File: src/rtl/lsu_pkg.sv
// lsu_pkg: shared types and constants for the load/store unit.
//   lsu_state_t    - controller state encoding
//   LSU_*          - funct3 size codes
//   f3_illegal()   - funct3 legality check (store sizes are b/h/w only)
//   f3_misaligned()- natural-alignment check for half/word accesses
package lsu_pkg;

    typedef enum logic [1:0] {
        IDLE = 2'd0,
        REQ  = 2'd1,
        WAIT = 2'd2,
        DONE = 2'd3
    } lsu_state_t;

    localparam logic [2:0] LSU_B  = 3'b000;
    localparam logic [2:0] LSU_H  = 3'b001;
    localparam logic [2:0] LSU_W  = 3'b010;
    localparam logic [2:0] LSU_BU = 3'b100;
    localparam logic [2:0] LSU_HU = 3'b101;

    function automatic logic f3_illegal(input logic [2:0] f3, input logic wr);
        return (f3 == 3'b011) || (f3[2:1] == 2'b11) || (wr && f3[2]);
    endfunction

    function automatic logic f3_misaligned(input logic [2:0] f3, input logic [1:0] a);
        return (((f3 == LSU_H) || (f3 == LSU_HU)) && a[0]) ||
               ((f3 == LSU_W) && (a != 2'b00));
    endfunction

endpackage

File: src/rtl/load_align.sv
// load_align: combinational load-data extraction and extension.
//   rdata  in  32 - raw word from memory
//   addr   in  2  - byte offset within the word
//   funct3 in  3  - size code
//   result out 32 - right-justified, sign/zero-extended load value
module load_align
    import lsu_pkg::*;
(
    input  logic [31:0] rdata,
    input  logic [1:0]  addr,
    input  logic [2:0]  funct3,
    output logic [31:0] result
);

    logic [31:0] shifted;

    always_comb begin
        shifted = rdata >> {addr, 3'b000};
        case (funct3)
            LSU_B:   result = {{24{shifted[7]}}, shifted[7:0]};
            LSU_H:   result = {{16{shifted[15]}}, shifted[15:0]};
            LSU_BU:  result = {24'd0, shifted[7:0]};
            LSU_HU:  result = {16'd0, shifted[15:0]};
            LSU_W:   result = shifted;
            default: result = 32'd0;
        endcase
    end

endmodule

File: src/rtl/load_store_unit.sv
// load_store_unit: single-outstanding load/store controller between the core
// and a gnt/rvalid memory port.
//   clk, reset (async, active-low)
//   req_valid/req_write/req_funct3/req_addr/req_wdata - core request
//   stall, rsp_valid, rsp_rdata, err                  - core response
//   mem_req/mem_we/mem_be/mem_addr/mem_wdata          - memory request
//   mem_gnt/mem_rvalid/mem_rdata                      - memory response
//
// state | meaning
// IDLE  | waiting for a request; bad requests are answered here with err
// REQ   | mem_req held from registers until mem_gnt
// WAIT  | load granted, waiting for mem_rvalid
// DONE  | one-cycle rsp_valid, core released
module load_store_unit
    import lsu_pkg::*;
#(
    parameter int ADDR_WIDTH = 32
) (
    input  logic                  clk,
    input  logic                  reset,
    input  logic                  req_valid,
    input  logic                  req_write,
    input  logic [2:0]            req_funct3,
    input  logic [ADDR_WIDTH-1:0] req_addr,
    input  logic [31:0]           req_wdata,
    output logic                  stall,
    output logic                  rsp_valid,
    output logic [31:0]           rsp_rdata,
    output logic                  err,
    output logic                  mem_req,
    output logic                  mem_we,
    output logic [3:0]            mem_be,
    output logic [ADDR_WIDTH-1:0] mem_addr,
    output logic [31:0]           mem_wdata,
    input  logic                  mem_gnt,
    input  logic                  mem_rvalid,
    input  logic [31:0]           mem_rdata
);

    lsu_state_t            state_q, state_d;
    logic                  we_q;
    logic [2:0]            f3_q;
    logic [1:0]            addr_lo_q;
    logic [3:0]            be_q;
    logic [ADDR_WIDTH-1:0] addr_q;
    logic [31:0]           wdata_q;
    logic [31:0]           rdata_q;

    logic                  req_ok, accept, reject, capture;
    logic [3:0]            be_d;
    logic [31:0]           wdata_d;
    logic [31:0]           align_out;

    load_align u_align (
        .rdata  (mem_rdata),
        .addr   (addr_lo_q),
        .funct3 (f3_q),
        .result (align_out)
    );

    always_comb begin
        req_ok = !f3_illegal(req_funct3, req_write) &&
                 !f3_misaligned(req_funct3, req_addr[1:0]);
        // The request decode is combinational from core inputs, so it is
        // gated by reset to keep stall/err low while reset is asserted.
        accept = reset && (state_q == IDLE) && req_valid && req_ok;
        reject = reset && (state_q == IDLE) && req_valid && !req_ok;
        capture = !we_q && mem_rvalid &&
                  (((state_q == REQ) && mem_gnt) || (state_q == WAIT));

        be_d    = 4'b1111;
        wdata_d = 32'd0;
        if (req_write) begin
            case (req_funct3)
                LSU_B: begin
                    be_d    = 4'b0001 << req_addr[1:0];
                    wdata_d = {4{req_wdata[7:0]}};
                end
                LSU_H: begin
                    be_d    = 4'b0011 << {req_addr[1], 1'b0};
                    wdata_d = {2{req_wdata[15:0]}};
                end
                default: begin
                    be_d    = 4'b1111;
                    wdata_d = req_wdata;
                end
            endcase
        end
    end

    always_comb begin
        state_d = state_q;
        case (state_q)
            IDLE: if (accept) state_d = REQ;
            REQ: begin
                if (mem_gnt) begin
                    if (we_q || mem_rvalid) state_d = DONE;
                    else                    state_d = WAIT;
                end
            end
            WAIT: if (mem_rvalid) state_d = DONE;
            DONE: state_d = IDLE;
            default: state_d = IDLE;
        endcase
    end

    always_ff @(posedge clk or negedge reset) begin
        if (!reset) begin
            state_q   <= IDLE;
            we_q      <= 1'b0;
            f3_q      <= 3'd0;
            addr_lo_q <= 2'd0;
            be_q      <= 4'd0;
            addr_q    <= '0;
            wdata_q   <= 32'd0;
            rdata_q   <= 32'd0;
        end else begin
            state_q <= state_d;
            if (accept) begin
                we_q      <= req_write;
                f3_q      <= req_funct3;
                addr_lo_q <= req_addr[1:0];
                be_q      <= be_d;
                addr_q    <= {req_addr[ADDR_WIDTH-1:2], 2'b00};
                wdata_q   <= wdata_d;
                rdata_q   <= 32'd0;
            end else if (capture) begin
                rdata_q <= align_out;
            end
        end
    end

    assign stall     = accept || (state_q == REQ) || (state_q == WAIT);
    assign err       = reject;
    assign rsp_valid = reject || (state_q == DONE);
    assign rsp_rdata = (state_q == DONE) ? rdata_q : 32'd0;
    assign mem_req   = (state_q == REQ);
    assign mem_we    = we_q && (state_q == REQ);
    assign mem_be    = be_q;
    assign mem_addr  = addr_q;
    assign mem_wdata = wdata_q;

endmodule
File: config.mk
export PLATFORM = sky130hd
export DESIGN_NAME = load_store_unit
export DESIGN_NICKNAME = d
export VERILOG_FILES = /design/src/rtl/lsu_pkg.sv /design/src/rtl/load_align.sv /design/src/rtl/load_store_unit.sv
export SDC_FILE = /design/constraint.sdc
export NUM_CORES = 1
export LEC_CHECK = 0
export ABC_CLOCK_PERIOD_IN_PS = 1800
export BUFFER_PORTS_ARGS = -buffer_cell sky130_fd_sc_hd__buf_2
export CAP_MARGIN = 20
export CORE_MARGIN = 2
export CORE_UTILIZATION = 44
export CTS_CLUSTER_DIAMETER = 100
export DETAILED_ROUTE_END_ITERATION = 7
export PLACE_DENSITY = 0.86
export SETUP_SLACK_MARGIN = 0.2
export SYNTH_ARGS = -nofsm -noshare
export SYNTH_HDL_FRONTEND = slang
export SYNTH_SLANG_ARGS = --single-unit
File: constraint.sdc
create_clock -name clk -period 1.8 [get_ports clk]
set_input_delay 0.09 -clock clk [delete_from_list [all_inputs] [get_ports clk]]
set_output_delay 0.09 -clock clk [all_outputs]
set_load 0.05 [all_outputs]
* After elaboration in Yosys (flattened, before gate mapping) *
Cells that the tools add are included.

word-level totals
  logic and storage cells = 70
  output and inout port bits = 105
  register bits = 106

cells by class
  mux-type cells = 13
  equal/unequal tests = 15
  shift operators = 3
  reductions and logical operators = 31

operators with widths
  cell                 count
  $pmux 32 s5          1
  $mux 32              4
  $pmux 32 s2          1
  $shr 32x5->32        1
  $logic_and 1x1->1    12
  $eq 3x2->1 const B   3
  $eq 3x3->1 const B   3
  $logic_or 1x1->1     9
  $pmux 2 s4           1
  $pmux 4 s2           1
  $eq 2x2->1 const B   3
  $eq 3x1->1 const B   2
  $logic_not 3->1      2
  $mux 2               3
  $logic_not 1->1      4
  $mux 4               1
  $ne 2x2->1 const B   2
  $reduce_bool 2->1    2
  $shl 1x2->4 const A  1
  $shl 2x2->4 const A  1
  $reduce_and 3->1     1
  $eq 2x1->1 const B   1
  $logic_not 2->1      1
  $ne 2x1->1 const B   1
  $mux 1               1

* Depth between registers and ports, before layout *
  depth in word-level cells = 9
  depth in mapped cells = 9
  mapped depth without buffers = 6

* Hierarchy *
A second synthesis with hierarchy kept.

second synthesis, totals
  cells, all modules = 655
  area total of the unflattened synthesis = 5645.4 µm²

modules (own cells, without submodules)
  module           area an instance (µm²)  seq. area each (µm²)  times used  cells each
  load_store_unit  4800.9                  2652.5                1           544
  load_align       844.6                   0.0                   1           111

* Worst setup path before layout *
Ideal clock, no wire load.

  kind = register to register
  start point = register state_q[1]
  end point = register rdata_q[23]
  path slack = -0.423 ns
  buffers on the path = 2
  required time = 1.734 ns
  cell stages (with the launch flop) = 9
  setup time = 0.066 ns
  arrival = 2.157 ns
  path through = dfrtp_1 inv_1 ha_1 a21oi_1 nor3_1 and3_1 clkbuf_1 clkbuf_1 a22o_1

on the way
  longest elaborated chain between the ends = 5
  elaborated cells between the ends (all ways) = 11
  classes of those cells = 2 x eq/ne; 1 x mux; 8 x reduce/logical

ends and longest elaborated chain
  what                                line                    source
  start, declared                     load_store_unit.sv:40   lsu_state_t state_q, state_d;
  start signal, assigned              load_store_unit.sv:118  state_q <= state_d;
  $eq 2x1->1                          n/a
  via mem_req                         load_store_unit.sv:30   output logic mem_req,
  $logic_and 1x1->1                   load_store_unit.sv:69   (((state_q == REQ) && mem_gnt) || (state_q == WAIT));
  $logic_or 1x1->1                    load_store_unit.sv:69
  $logic_and 1x1->1                   load_store_unit.sv:68   capture = !we_q && mem_rvalid &&
  $reduce_bool 2->1 (no source line)  n/a
  end signal, assigned                load_store_unit.sv:128  rdata_q <= align_out;
  end, declared                       load_store_unit.sv:47   logic [31:0] rdata_q;

The timed path passes the listed nets, and every way through them passes these cells.
A chain may end at the register's enable or synchronous reset.

* Worst setup path in the final report *
  start point = register state_q[1]
  end point = register rdata_q[3]

on the way
  longest elaborated chain between the ends = 5
  elaborated cells between the ends (all ways) = 11
  classes of those cells = 2 x eq/ne; 1 x mux; 8 x reduce/logical

ends and longest elaborated chain
  what                                                           line
  $eq 2x1->1 or $logic_not 2->1 (tied branches)                  load_store_unit.sv:69, load_store_unit.sv:66
  $logic_and 1x1->1 (on tied branches)                           load_store_unit.sv:69, load_store_unit.sv:66
  $logic_or 1x1->1 or $logic_and 1x1->1 (tied branches)          load_store_unit.sv:69, load_store_unit.sv:66
  $logic_and 1x1->1 (on tied branches)                           load_store_unit.sv:68, load_store_unit.sv:66
  $reduce_bool 2->1 (no source line) or $mux 32 (tied branches)  n/a

Parallel ways exist; a longest one is shown, timed or not.

==> impl_metrics.sql <==
INSERT INTO impl_metrics (metric_group, metric, value, unit) VALUES
('route', 'detail_route.wirelength', '20.7', 'mm'),
('yosys', 'yosys.area.top_type_share', '0.493', ''),
('yosys', 'yosys.cell_types.count', '39', ''),
('route', 'final_antenna_net_count', '0', ''),
('route', 'detailroute.via_count', '5461', ''),
('route', 'route.detailed.drc', '0', ''),
('sta', 'setup_slack', '-0.0853', 'ns'),
('yosys', 'synth.ff_latch_count', '106', ''),
('clock_tree', 'max-clock-path-buffers', '2', ''),
('worst_hold_path', 'worstHoldPathType', 'input port to flop', ''),
('sta', 'max_fclk', '530', 'MHz'),
('finish', 'areaGrowthSynthToFinish', '60.1', '%'),
('global_route', 'grt_max_degree', '107', ''),
('floorplanning', 'floorplan.core_area', '12000', 'µm²'),
('yosys', 'cell_type_contributing_the_most_total_cell_area_after_synthesis', 'sky130_fd_sc_hd__dfrtp_1', ''),
('setup_path', 'slowest_stage', 'sky130_fd_sc_hd__dfrtp_1', ''),
('outcome', 'violations', 'negative setup slack', ''),
('clock_tree', 'cts.sinks', '106', ''),
('global_route', 'number_of_antenna_violations_at_the_first_check_in_global_routing', '0', ''),
('route', 'drt-pass1-iter-count', '5', ''),
('outcome', 'run_status', 'finished with violations', ''),
('floorplanning', 'num_rows', '40', ''),
('global_route', 'grt_first_pass_wirelength', '27.0', 'mm'),
('finish', 'antenna_cells_inserted', '0', ''),
('placement', 'post-dp-hpwl', '11.1', 'mm'),
('yosys', 'synth_area_per_cell', '10.4', 'µm²'),
('finish', 'layout-drive-gt1-share', '0.541', ''),
('pwr', 'power', '15.6', 'mW'),
('setup_path', 'critical_path.max_stage_delay', '0.39', 'ns'),
('clock_tree', 'htreeDepth', '3', ''),
('global_route', 'globalRouteTotalUtil', '0.268', ''),
('setup_path', 'critPathTopFamily', 'buffers and inverters', ''),
('sta', 'layout_min_cycle_time', '1.89', 'ns'),
('sta', 'worst_slew_pin_slew', '0.864', 'ns'),
('floorplanning', 'initial_core_util', '0.450', ''),
('sta', 'total_negative_slack', '-1.71', 'ns'),
('route', 'routed-wl-met3', '1.87', 'mm'),
('finish', 'mostFrequentLayoutCells', 'sky130_fd_sc_hd__buf_2, sky130_fd_sc_hd__dfrtp_1, sky130_fd_sc_hd__nand2_1, sky130_fd_sc_hd__mux2_2, sky130_fd_sc_hd__and2_4', ''),
('sta', 'final_report_hold_violation_count', '0', ''),
('clock_tree', 'cts_tree', 'built', ''),
('finish', 'num-fill-cells', '753', ''),
('clock_tree', 'cts_inserted_buffers', '9', ''),
('sta', 'timing.max_slew.rel_slack', '0.418', ''),
('route', 'dr_wl_met2', '10.6', 'mm'),
('clock_tree', 'insertion_delay', '0.36', 'ns'),
('floorplanning', 'die_area', '13100', 'µm²'),
('setup_path', 'setup.worst_path.end_class', 'flop', ''),
('yosys', 'synth_cells', '518', ''),
('placement', 'count_of_input_and_output_buffers', '207', ''),
('sta', 'finalHoldWorstSlack', '0.0249', 'ns'),
('sta', 'timing.final.setup_violations', '45', ''),
('yosys', 'yosys_most_used_dff', 'sky130_fd_sc_hd__dfrtp_1', ''),
('finish', 'finish.utilization', '0.720', ''),
('setup_path', 'worstPathCellList', 'inv_2, ha_4, nand3_4, a21o_4, buf_4, buf_12, and3_4, buf_12, a32o_1', ''),
('clock_tree', 'cts.reportedPaths.clkPinSlew', '0.08', 'ns'),
('yosys', 'synth.yosys.seq_area_share', '0.493', ''),
('setup_path', 'required', '2.05', 'ns'),
('setup_path', 'path_common_cell', 'sky130_fd_sc_hd__buf_12', ''),
('setup_path', 'crit_buf_inv', '4', ''),
('sta', 'final_period_utilization', '1.05', ''),
('setup_path', 'crit_type', 'flop to flop', ''),
('route', 'met1Wirelength', '7.41', 'mm'),
('yosys', 'synth.cell_area', '5380', 'µm²'),
('finish', 'layout.cells.non_filler', '935', ''),
('clock_tree', 'clk_root_buffer_cell', 'sky130_fd_sc_hd__clkbuf_16', ''),
('job', 'max_cap_violations', '0', ''),
('sta', 'slew_viol_final', '0', ''),
('placement', 'placed_cells', '860', ''),
('global_route', 'vias_in_the_first_global_route', '5191', ''),
('yosys', 'ys.warnings.count', '0', ''),
('route', 'route.detailed.vias_per_inst', '5.84', '');
==> worst register-to-register path, stage by stage, from the launching register on <==
cell and delay [ns]:
sky130_fd_sc_hd__dfrtp_1 0.39, sky130_fd_sc_hd__inv_2 0.09, sky130_fd_sc_hd__ha_4 0.16, sky130_fd_sc_hd__nand3_4 0.09, sky130_fd_sc_hd__a21o_4 0.20, sky130_fd_sc_hd__buf_4 0.15
sky130_fd_sc_hd__buf_12 0.15, sky130_fd_sc_hd__and3_4 0.15, sky130_fd_sc_hd__buf_12 0.15, sky130_fd_sc_hd__a32o_1 0.24
==> path summary, 6_finish.rpt <==
check | cells past startpoint | from | slack [ns] | to
max in group asynchronous | 3 | reset | 0.93 | mem_wdata[23]$_DFFE_PN0N_
min in group asynchronous | 3 | reset | 0.45 | rdata_q[29]$_DFFE_PN0P_
worst min register to register | 2 | mem_be[3]$_DFFE_PN0N_ | 0.48 | mem_be[3]$_DFFE_PN0N_
worst max register to register | 9 | state_q[1]$_DFFE_PN0P_ | -0.09 | rdata_q[3]$_DFFE_PN0P_
worst max-delay path | 9 | state_q[1]$_DFFE_PN0P_ | -0.09 | rdata_q[3]$_DFFE_PN0P_
worst min-delay path | 3 | req_wdata[0] | 0.02 | mem_wdata[0]$_DFFE_PN0N_
==> timing repair <==
action / CTS / global route
pin swaps: 6 / 7
hold endpoints to repair: 137 / 0
gates cloned: 4 / 12
endpoints found under the setup margin: 129 / 138
setup buffers: 3 / 8
resized for setup: 103 / 126
hold buffers: 32 / 0
==> registers in the layout, indices dropped and copies added, names as in the netlist <==
name       count
we_q           1
state_q        2
addr_lo_q      2
mem_be         4
f3_q           3
mem_addr      30
rdata_q       32
mem_wdata     32
==> per-stage QoR <==
step	instance area [µm²]	setup WS [ns]
6_report	8610	-0.0853
3_3_place_gp	6770	-0.0837
3_5_place_dp	6770	-0.151
2_1_floorplan	5530	0.00908
4_1_cts	7910	-0.0224
5_1_grt	8610	-0.128
==> cell families (layout without fill, tap and decap cells) <==
| logic type | Yosys count | after routing | synth area share |
|---|---|---|---|
| AND/OR/NAND/NOR | 160 | 160 | 0.139 |
| AO/OA/AOI/OAI | 129 | 129 | 0.174 |
| flip-flops | 106 | 106 | 0.493 |
| multiplexers | 70 | 70 | 0.145 |
| buffers and inverters | 47 | 316 | 0.0370 |
| adder cells (fa/ha/maj) | 5 | 5 | 0.0116 |
| other | 1 | 2 | 0.000697 |
==> synth_stat cells, drive strengths merged, types with 9 or more instances <==
master and n:
and2 33, o31ai 16, nor2b 10, o21ai 32, mux2 52, nor2 26, o2bb2ai 22, dfrtp 106
nand2 79, clkbuf 26, a21oi 13, o22ai 9, a22o 18, buf 16, mux2i 17
==> routing by layer <==
metal / up-vias / GRT usage
li1: 2375 / -
met1: 2648 / 0.327
met2: 359 / 0.467
met3: 79 / 0.0556
met4: 0 / 0.104
met5: - / 0
==> power by group <==
part	internal, mW	total, mW	leakage (nW)	switching, mW
clock	1.11	2.13	0.152	1.01
sequential	3.37	4.05	1.37	0.673
combinational	3.50	9.47	2.67	5.97
==> layout make-up <==
class,instances,area (µm²),area share
clock buffers,10,229,0.0266
flip-flops and latches,106,2650,0.308
well taps,147,184,0.0214
inverters,5,18.8,0.00218
clock inverters,6,78.8,0.00915
multi-input cells,366,2980,0.346
repair buffers,295,2460,0.286
No activity file was read; power rests on OpenSTA's default activity.
